==> config.mk <==
export PLATFORM = sky130hd
export DESIGN_NAME = floo_simple_rob
export DESIGN_NICKNAME = d
export VERILOG_FILES = /design/src/rtl/floo_simple_rob.sv
export SDC_FILE = /design/constraint.sdc
export NUM_CORES = 1
export LEC_CHECK = 0
export CORE_ASPECT_RATIO = 0.7
export CORE_MARGIN = 4
export CORE_UTILIZATION = 50
export CTS_CLUSTER_SIZE = 8
export DETAILED_ROUTE_END_ITERATION = 6
export HOLD_SLACK_MARGIN = 0.03
export PLACE_DENSITY = 0.7
export SYNTH_ARGS = -nofsm -noshare
export SYNTH_HDL_FRONTEND = slang
export SYNTH_SLANG_ARGS = --single-unit
==> constraint.sdc <==
create_clock -name clk_i -period 9.22 [get_ports clk_i]
set_input_delay 1.383 -clock clk_i [delete_from_list [all_inputs] [get_ports clk_i]]
set_output_delay 1.383 -clock clk_i [all_outputs]
set_load 0.005 [all_outputs]
==> src/rtl/floo_simple_rob.sv <==
// Simple reorder buffer: slots are reserved in order at allocation time, filled by
// out-of-order responses, and released strictly in allocation order from the head.
module floo_simple_rob #(
  parameter int unsigned RoBSize   = 8,   // power of two, at least 2
  parameter int unsigned DataWidth = 64,
  localparam int unsigned IdxWidth = $clog2(RoBSize),
  localparam int unsigned CntWidth = $clog2(RoBSize + 1)
) (
  input  logic                 clk_i,
  input  logic                 rst_i,
  // slot allocation
  input  logic                 alloc_valid_i,
  output logic                 alloc_ready_o,
  output logic [IdxWidth-1:0]  alloc_idx_o,
  // out-of-order responses
  input  logic                 rsp_valid_i,
  output logic                 rsp_ready_o,
  input  logic [IdxWidth-1:0]  rsp_idx_i,
  input  logic [DataWidth-1:0] rsp_data_i,
  // in-order release
  output logic                 out_valid_o,
  input  logic                 out_ready_i,
  output logic [DataWidth-1:0] out_data_o,
  // status
  output logic [CntWidth-1:0]  count_o,
  output logic                 err_o
);

  logic [IdxWidth-1:0]  head_q, tail_q;
  logic [CntWidth-1:0]  count_q;
  logic [RoBSize-1:0]   filled_q, filled_d;
  logic [DataWidth-1:0] data_q [RoBSize];
  logic                 err_q;

  logic                alloc_fire, out_fire;
  logic [IdxWidth-1:0] rsp_offset;
  logic                rsp_in_window, rsp_legal;

  // A release in the same cycle never frees room for an allocation: readiness
  // depends on the registered count only.
  assign alloc_ready_o = count_q < CntWidth'(RoBSize);
  assign alloc_idx_o   = tail_q;
  assign alloc_fire    = alloc_valid_i && alloc_ready_o;

  // Slots are reserved up front, so a response can always be absorbed.
  assign rsp_ready_o   = 1'b1;

  assign out_valid_o   = filled_q[head_q] && (count_q != '0);
  assign out_data_o    = data_q[head_q];
  assign out_fire      = out_valid_o && out_ready_i;

  // Distance from head, modulo RoBSize, must be below the occupancy; an empty
  // buffer therefore rejects every response.
  assign rsp_offset    = rsp_idx_i - head_q;
  assign rsp_in_window = CntWidth'(rsp_offset) < count_q;
  assign rsp_legal     = rsp_valid_i && rsp_in_window && !filled_q[rsp_idx_i];

  assign count_o       = count_q;
  assign err_o         = err_q;

  // The three updates always target distinct slots: the tail lies outside the
  // window, and a legal response needs an empty slot while release needs a full one.
  always_comb begin
    // NOTE: default assignment first so every path drives filled_d and no latch is inferred.
    filled_d = filled_q;
    if (alloc_fire) filled_d[tail_q]    = 1'b0;
    if (out_fire)   filled_d[head_q]    = 1'b0;
    if (rsp_legal)  filled_d[rsp_idx_i] = 1'b1;
  end

  always_ff @(posedge clk_i) begin
    // NOTE: non-blocking assignments so all state updates see pre-edge values.
    if (rst_i) begin
      head_q   <= '0;
      tail_q   <= '0;
      count_q  <= '0;
      filled_q <= '0;
      err_q    <= 1'b0;
    end else begin
      if (alloc_fire) tail_q <= tail_q + 1'b1;
      if (out_fire)   head_q <= head_q + 1'b1;
      count_q  <= count_q + CntWidth'(alloc_fire) - CntWidth'(out_fire);
      filled_q <= filled_d;
      err_q    <= rsp_valid_i && !rsp_legal;
    end
  end

  // NOTE: payload storage has no reset; the filled bits alone qualify its contents.
  always_ff @(posedge clk_i) begin
    if (rsp_legal) data_q[rsp_idx_i] <= rsp_data_i;
  end

endmodule
==> results.md, run 1 <==
- Placed Area: 0.0226 sq mm
- Reg2reg setup slack: around 4600 ps
- # IOs: 147
- CP bufs+invs: 2
- Status: finished, final reports clean
- CTS Buf Count: between 70 and 80
- Maximum vdd drop: 0.118 mV
- Post-layout util: roughly 61%
- Post-Synthesis Mean Instance Area: approximately 23 sq um
- Gr usage total: approximately 18%
- RSZ-0062 raised after global routing: no
- Top routing layer in use: met5
- Post-CTS Resized: 0
- Crit. End Element: register
- CTS max path bufs: 3
- # Post-CTS Setup Buffers: 0
- Asr flop ratio synth: 0%
- Vias per cell: approximately 5.7
- Worst hold endpoint: filled_q[2]
- I/O Buffers: 145
- Fillers: between 2,000 and 3,000
- Post-Layout Inst Area: between 0.02 and 0.025 sq mm
- Top FF cell, synth: edfxtp_1
- Mapped Cells: between 900 and 1,000
- Share of layout cells above drive strength 1: between 20% and 30%
- Hold path cells: 2
- Vias in the first global route: about 10,000
- EDFF count, synth: between 500 and 600
- CTS clk-pin slew, worst paths: roughly 50 ps
- Leak: between 7 and 8 nW
- Slew Limit Fails: 0
- H-Tree Depth: 3
- Die height: ~180 um
- Required @ worst endpoint: ~9400 ps
- Initial antenna violation count: 3
- Core ar.: about 0.04 sq mm
- Max cap viols: 0
- Register area share after synthesis: between 70% and 80%
- Met2 wire length: about 19,000 um
- Multi-input logic area: about 0.0045 sq mm
- Setup Crit Path Kind: in -> reg
- Initial DRC Count: 772
- Fin cells: roughly 1,600
- DRC: 0
- Setup TNS: 0 ps
- Global-route wire length before repair: between 60,000 and 70,000 um
- Post-synth cell types: 44
- Clock Skews: 15.9 ps
- Placed Cells: roughly 1,600
- FF-to-FF path depth: 11
- Least-Margin Pin Slew: approximately 1100 ps
- Routed wire length: 38,800 um
- Relative slew slack: roughly a quarter
- CP startpoint kind: input port
- Critical path's top delay family: simple AND/OR/NAND/NOR gates
- Synth warn: 0
- Part of the cycle the worst path needs: between 50% and 60%
- 1st-pass router iterations: 6
- Ant. Diodes: 0
- Chip width: 250 um
- Placement Setup Slack: 3200 ps
- Hold WS: just over 500 ps
- Minimum clock period: ~5400 ps
- Starting density of the core: approximately half
- Worst path max stage delay: about 850 ps
- Largest net degree at the start of global routing: between 100 and 150
- Total number of vias: ~9,400
- Clk root buf: clkbuf_16
- Critical path, cell by cell: clkdlybuf4s50_1 > fa_1 > xor2_1 > xnor2_1 > ha_1 > or2_0 > o221ai_2 > nand4_1 > nor2_4 > buf_4
- Wl on met1: between 15,000 and 20,000 um
- DR WL met3: ~2200 um
- Clock sink count: between 500 and 600
- Critical path peak fanout: 37
- Reg2reg end: data_q[6][11]
- Hold Violations, Final: 0
- Total power: roughly 5.5 mW
- Setup ws final: 3810 ps
- Rows: roughly 60
- Number of synthesized register bits: 534
- CP arrival: around 5600 ps
- Post-route ant nets: 0
- Post-Syn Nets: just under 1,000
- Mapped Area: about 0.020 sq mm
- Clock tree from TritonCTS: done
- R2r startpoint: head_q[0]
- HPWL Detailed: about 21,000 um
- Final Net Count: around 1,200
- Worst hold path class: reg -> reg
- Post-DR wirelength/cell: approximately 24 um
- Storage element area: 0.0158 sq mm
- Final setup fails: 0
- Grt ovf: 0
- Die footprint: 0.0443 sq mm
- Clk Latency, worst-skew pair: 570 ps
- Max Freq: ~180 MHz
- Hold buffer count at CTS: 0
- Hold_sp: filled_q[2]
- P per Cell Area: between 200 and 250 mW/mm^2
- GPL Wtd Cong: around 0.8
- Critical-path top delay cell: nor2_4
- Layout area overhead: 20.2%
[worst max-delay path by stage]
stage / startpoint / to / slack, ps / depth (start not counted)
after floorplan: rsp_idx_i[0] / data_q[1][0] / 2600 / 11
after global placement: rsp_idx_i[1] / data_q[6][26] / 3350 / 10
after detailed placement: rsp_idx_i[1] / data_q[6][28] / 3200 / 10
after CTS: rsp_idx_i[1] / data_q[6][11] / 3790 / 10
after global routing: rsp_idx_i[1] / data_q[6][4] / 3590 / 10
final: rsp_idx_i[1] / data_q[6][11] / 3810 / 10
[layout make-up]
| type | count | area share, % |
|---|---|---|
| sequential | 534 | 64.3 |
| clock inverter | 2 | 0.0508 |
| multi-input combinational | 307 | 18.2 |
| timing repair buffer | 157 | 6.31 |
| inverter | 18 | 0.274 |
| clock buffer | 91 | 8.21 |
| tap | 535 | 2.72 |
[cells in the final DEF (no fill, tap or decap), drive strengths merged, types with 2 or more instances in the layout]
cell type / synthesis / routed
mux4: 128 / 128
o311ai: 4 / 4
nor3: 7 / 7
o22ai: 5 / 5
dfxtp: 22 / 22
mux2i: 7 / 7
edfxtp: 512 / 512
inv: 18 / 19
o31ai: 3 / 3
ha: 10 / 10
clkbuf: 20 / 91
xor2: 2 / 2
nand2b: 2 / 2
clkdlybuf4s50: 0 / 145
o32ai: 3 / 3
nor2b: 3 / 3
nor2: 19 / 19
nand2: 11 / 11
or2: 2 / 2
mux2: 65 / 65
xnor2: 5 / 5
nand3: 9 / 9
buf: 22 / 12
a21oi: 3 / 3
o21ai: 3 / 3
fa: 2 / 2
o211ai: 2 / 2
and3: 2 / 2
[worst min-delay path, stage by stage (launching register included)]
cell	delay [ps]
dfxtp_1	330
nand3_1	70
o22ai_1	60
[registers in the layout (all words and copies together), names as in the netlist, named ones only]
register and count:
alloc_idx_o 3, filled_q 8, head_q 3, count_o 4, err_o 1, data_q 512
[metal layers]
metal / global-route usage (%) / up-vias
li1: - / 4155
met1: 26.1 / 4853
met2: 27.9 / 276
met3: 4.37 / 64
met4: 5.13 / 6
met5: 0 / -
[cell usage after synthesis, types with 2 or more instances]
cell	instances	area share, %
nor2_1	19	0.35
inv_1	18	0.33
nor3_1	7	0.17
nand3_1	9	0.22
xnor2_1	5	0.21
mux2_2	64	3.5
fa_1	2	0.20
nand2_1	11	0.20
and3_1	2	0.061
clkbuf_1	20	0.37
dfxtp_1	22	2.1
mux2i_1	7	0.34
xor2_1	2	0.086
o211ai_1	2	0.073
nand2b_1	2	0.061
o31ai_1	2	0.073
mux4_2	128	14
ha_1	10	0.61
o21ai_0	2	0.049
nor2b_1	3	0.092
buf_2	17	0.42
edfxtp_1	512	75
o22ai_1	5	0.15
buf_1	3	0.055
o32ai_1	3	0.13
a21oi_1	3	0.073
o311ai_0	4	0.17
[cells by family after synthesis]
logic type / Yosys count / synth area share [%]
xor gates and xnor gates: 7 / 0.299
adders and majority gates: 12 / 0.806
other: 1 / 0.0183
AOI/OAI and AO/OA: 28 / 1.06
and+or+nand+nor: 59 / 1.38
buffers and inverters: 60 / 1.26
DFF: 534 / 77.2
muxes: 200 / 18.0
[power by group]
group / switching, mW / total (mW) / internal (mW)
registers: 0.0257 / 2.79 / 2.76
clock network: 0.891 / 2.40 / 1.51
logic: 0.160 / 0.295 / 0.134
(Power assumes the default switching activity.)
==> inputs of run 2 (changes only) <==
Settings changed: PLACE_DENSITY 0.7 to 0.72.
Clock period 9.22 ns to 4.8 ns, I/O delays scaled along.
==> results.md, run 2 (synthesis results as in run 1) <==
- Status: finished, final reports clean
- Final setup fails: 0
- Required @ worst endpoint: about 4100 ps
- Setup TNS: 0 ps
- Hold Violations, Final: 0
- Least-Margin Pin Slew: 910 ps
- CTS clk-pin slew, worst paths: 50 ps
- Grt ovf: 0
- Combinational power share: around 5.5%
- Switching share of power: around a fifth
- Critical path, cell by cell: buf_4 > mux4_2 > mux2_2 > clkdlybuf4s50_1
- Worst path max stage delay: about 700 ps
- Initial antenna violation count: 4
- Total number of vias: 9,558
- Initial DRC Count: between 800 and 900
- Critical-path top delay cell: dfxtp_4
- Commonest non-fill, non-tap cell in the layout: edfxtp_1
- Vias per cell: about 5.8
- Relative slew slack: 39.4%
- Vias in the first global route: around 10,000
- Minimum clock period: between 3000 and 4000 ps
- Clock tree from TritonCTS: done
- Gr usage total: a little under a fifth
- Max FFs per register: 512
- 1st-pass router iterations: 5
- Clk root buf: clkbuf_16
- Leak: around 7.7 nW
- Final Net Count: 1,186
- Layout area overhead: 21.4%
- Largest reg by FF count: data_q
- Part of the cycle the worst path needs: 80.2%
- Die height: roughly 180 um
- Die footprint: about 0.044 sq mm
- Largest net degree at the start of global routing: 65
- Core ar.: between 0.04 and 0.05 sq mm
- Leading cell types in the layout, fill and taps excluded: 512 x edfxtp_1, 145 x clkdlybuf4s50_1, 128 x mux4_2, 81 x clkbuf_16, 64 x mux2_2
- Global-route wire length before repair: 62,100 um
- H-Tree Depth: 3
- Slew Limit Fails: 0
- GPL Wtd Cong: around 0.86
- Chip width: 250 um
- Crit. End Element: output pin
- Setup Crit Path Kind: reg -> out
- Max cap viols: 0
- HPWL Detailed: between 20,000 and 25,000 um
- Post-CTS Resized: 0
- Internal: ~8.5 mW
- Sw power: approximately 2.1 mW
- Max Freq: ~260 MHz
- CTS max path bufs: 3
- Maximum vdd drop: between 0.2 and 0.3 mV
- Rows: 61
- Clock sink count: 534
- Starting density of the core: about half
- Share of layout cells above drive strength 1: between 20% and 30%
- Hold WS: roughly 500 ps
- Clock share of power: between 40% and 50%
- Routed wire length: between 40,000 and 50,000 um
- Critical path peak fanout: 28
- Clock Skews: ~10 ps
- Post-route ant nets: 0
- DRC: 0
- # Post-CTS Setup Buffers: 0
- Post-DR wirelength/cell: 24.3 um
- Post-layout util: 62.1%
- CP arrival: approximately 3100 ps
- # IOs: around 150
- I/O Buffers: roughly 150
- Clk Latency, worst-skew pair: just under 600 ps
- P per Cell Area: 429 mW/mm^2
- Hold buffer count at CTS: 0
- CP startpoint kind: register
- CTS Buf Count: 76
- Worst hold path class: reg -> reg
- RSZ-0062 raised after global routing: no
- Sequential share of power: around 50%
run 2: cell count changes in the layout (fill, tap and decap cells not counted), sizes merged:
cell	delta
buf	+8
clkbuf	+6
clkinv	-1
diode	+3
inv	-1
run 2: area by class of cell:
| type | count | area [sq um] |
|---|---|---|
| Inverter | 18 | 67.6 |
| Tap cell | 535 | 669 |
| Multi-Input combinational cell | 307 | 4480 |
| Sequential cell | 534 | 15800 |
| Antenna cell | 3 | 7.51 |
| Timing Repair Buffer | 165 | 1740 |
| Clock buffer | 97 | 2090 |
| Fill cell | 2677 | 15200 |
run 2: power groups by stage:
stage	Sequential, mW	Combinational, mW	Clock [mW]
after floorplan	5.43	0.283	0
after global placement	5.43	0.572	0
after detailed placement	5.44	0.588	0
after CTS	5.35	0.591	4.83
after global routing	5.36	0.633	5.05
final	5.35	0.584	4.72
run 2: metrics by stage:
| stage | cells | instance area [sq um] | worst slack [ps] | power [mW] |
|---|---|---|---|---|
| 2_1_floorplan | 901 | 20500 | -827 | 5.71 |
| 3_3_place_gp | 1559 | 22800 | 460 | 6.00 |
| 3_5_place_dp | 1559 | 22800 | 432 | 6.02 |
| 4_1_cts | 1656 | 24900 | 822 | 10.8 |
| 5_1_grt | 1659 | 24900 | 716 | 11.0 |
| 6_report | 1659 | 24900 | 949 | 10.7 |
run 2: worst paths after layout:
path | end | cells past startpoint | slack (ps) | startpoint
worst min-delay path | filled_q[2] | 2 | 500 | filled_q[2]
worst min register to register | filled_q[2] | 2 | 500 | filled_q[2]
worst max register to register | data_q[1][45] | 11 | 1010 | head_q[0]
worst max-delay path | out_data_o[10] | 4 | 950 | register
run 2: critical path, delay by kind of cell (launching register included):
family / cells / cell delay (ps)
DFF: 1 / 720
buffers and inverters: 2 / 940
muxes: 2 / 890
run 2: routing by layer:
metal | track usage (%) | wire length [um] | share of wire [%]
met4 | 5.94 | 1060 | 2.6
met2 | 28.9 | 19300 | 48
met5 | 0 | 15 | 0.037
met1 | 26.5 | 17600 | 44
met3 | 4.01 | 2240 | 5.6
==> inputs of run 3 (changes only) <==
Clock period 4.8 ns to 3.4 ns, I/O delays scaled along.
==> results.md, run 3 (synthesis results as in run 1) <==
- HPWL Detailed: around 26,000 um
- Critical-path top delay cell: mux4_2
- Leak: about 8 nW
- FF-to-FF path depth: 11
- Reg2reg setup slack: 220 ps
- Vias in the first global route: around 11,000
- CTS clk-pin slew, worst paths: ~50 ps
- Starting density of the core: 51.1%
- R2r startpoint: head_q[1]
- Vias per cell: 5.86
- Setup TNS: 0 ps
- Routed wire length: around 45,000 um
- Hold_sp: filled_q[2]
- Worst hold path class: reg -> reg
- CP Depth: 4
- Hold WS: about 520 ps
- Clock sink count: between 500 and 600
- Gr usage total: 20.3%
- Critical path peak fanout: 29
- Total number of vias: about 10,000
- Chip width: ~250 um
- Part of the cycle the worst path needs: about 100%
- Post-DR wirelength/cell: about 26 um
- Max Freq: 300 MHz
- Initial DRC Count: between 900 and 1,000
- H-Tree Depth: 3
- Maximum vdd drop: ~0.43 mV
- Multi-input logic area: between 0.004 and 0.005 sq mm
- Max cap viols: 0
- Leading cell types in the layout, fill and taps excluded: 512 x edfxtp_1, 145 x clkdlybuf4s50_1, 128 x mux4_2, 80 x clkbuf_16, 64 x mux2_2
- CP startpoint kind: register
- Critical path's top delay family: buffers and inverters
- Core ar.: roughly 0.04 sq mm
- Storage element area: approximately 0.016 sq mm
- 1st-pass router iterations: 5
- Setup Crit Path Kind: reg -> out
- CP bufs+invs: 2
- Global-route wire length before repair: 67,000 um
- Die height: ~180 um
- CTS max path bufs: 3
- Layout area overhead: 24.3%
- Largest reg by FF count: data_q
- Placement Setup Slack: -547 ps
- Hold Violations, Final: 0
- Clock Skews: roughly 15 ps
- Max FFs per register: around 510
- Rows: around 60
- Grt ovf: 0
- Crit. End Element: output pin
- CP arrival: 2830 ps
- Final Net Count: approximately 1,200
- I/O Buffers: around 150
- # IOs: between 100 and 150
- Share of layout cells above drive strength 1: about 31%
- Largest net degree at the start of global routing: 43
- Critical path, cell by cell: bufbuf_16 > mux4_2 > mux2_2 > clkdlybuf4s50_1
- Least-Margin Pin Slew: roughly 670 ps
- Final setup fails: 0
- Clock tree from TritonCTS: done
- Commonest non-fill, non-tap cell in the layout: edfxtp_1
- Post-route ant nets: 0
- Setup ws final: around 60 ps
- Total power: 15.3 mW
- Hold path cells: 2
- CTS Buf Count: 76
- RSZ-0062 raised after global routing: yes
- Minimum clock period: approximately 3300 ps
- Die footprint: between 0.04 and 0.05 sq mm
- Worst path max stage delay: approximately 540 ps
- Slew Limit Fails: 0
- Clk Latency, worst-skew pair: between 500 and 600 ps
- GPL Wtd Cong: 0.809
- Status: finished, final reports clean
- Fillers: around 2,600
- Required @ worst endpoint: roughly 2900 ps
- Relative slew slack: 55.2%
- DRC: 0
- P per Cell Area: about 600 mW/mm^2
- Clk root buf: clkbuf_16
- Initial antenna violation count: 4
-- run 3: changes by cell type in the layout (fill, tap and decap cells not counted), moves of 2 or more --
cell      change
clkbuf_1      +5
buf_4        +22
inv_6         +3
inv_1         -2
buf_12       +12
buf_16        +2
inv_16        +2
ha_1          -2
-- run 3: layout make-up --
cell class                      instances  share of cell area [%]
Sequential cell                       534                    62.1
Multi-Input combinational cell        307                    17.6
Timing Repair Buffer                  204                    8.92
Clock buffer                          101                    8.12
Tap cell                              535                    2.63
Inverter                               18                   0.329
Clock inverter                          4                   0.182
Antenna cell                            4                  0.0393
-- run 3: tightest hold or removal path, delay by kind of cell, from the launching register on --
family | cells | cell delay, ps
compound gates | 1 | 60
flops | 1 | 330
simple gates | 1 | 80
-- run 3: path summary, 6_finish.rpt --
| check | endpoint |
|---|---|
| hold reg to reg | filled_q[2] |
| setup / recovery | out_data_o[11] |
| setup reg to reg | data_q[1][55] |
| hold / removal | filled_q[2] |
-- run 3: timing repair --
| action | 4_1_cts | 5_1_grt |
|---|---|---|
| gates cloned | 1 | 1 |
| hold buffers | 0 | 0 |
| gates resized for setup | 1 | 1 |
| endpoints found under the setup margin | 14 | 113 |
| pin swaps | 0 | 3 |
| buffers inserted | 0 | 3 |
-- run 3: per-layer routing --
metal | vias up | routed length (um) | global-route usage [%]
met5 | - | 0 | 0
met4 | 0 | 1050 | 6.72
met3 | 78 | 3090 | 4.94
met2 | 402 | 22100 | 32.5
met1 | 5275 | 18600 | 28.0
li1 | 4246 | - | -
-- run 3: stage by stage --
stage / cells / cell area [sq um] / utilization (%)
after global placement: 1593 / 23200 / 57.9
after global routing: 1707 / 25500 / 63.6
final: 1707 / 25500 / 63.6
after floorplan: 901 / 20600 / -
after CTS: 1699 / 25400 / 63.3
after detailed placement: 1593 / 23200 / 57.9
-- run 3: power by group --
group,switching [mW],total (mW),leakage (nW),internal (mW)
combinational,0.482,0.927,2.15,0.445
sequential,0.0792,7.56,4.81,7.48
clock,2.59,6.78,1.03,4.19
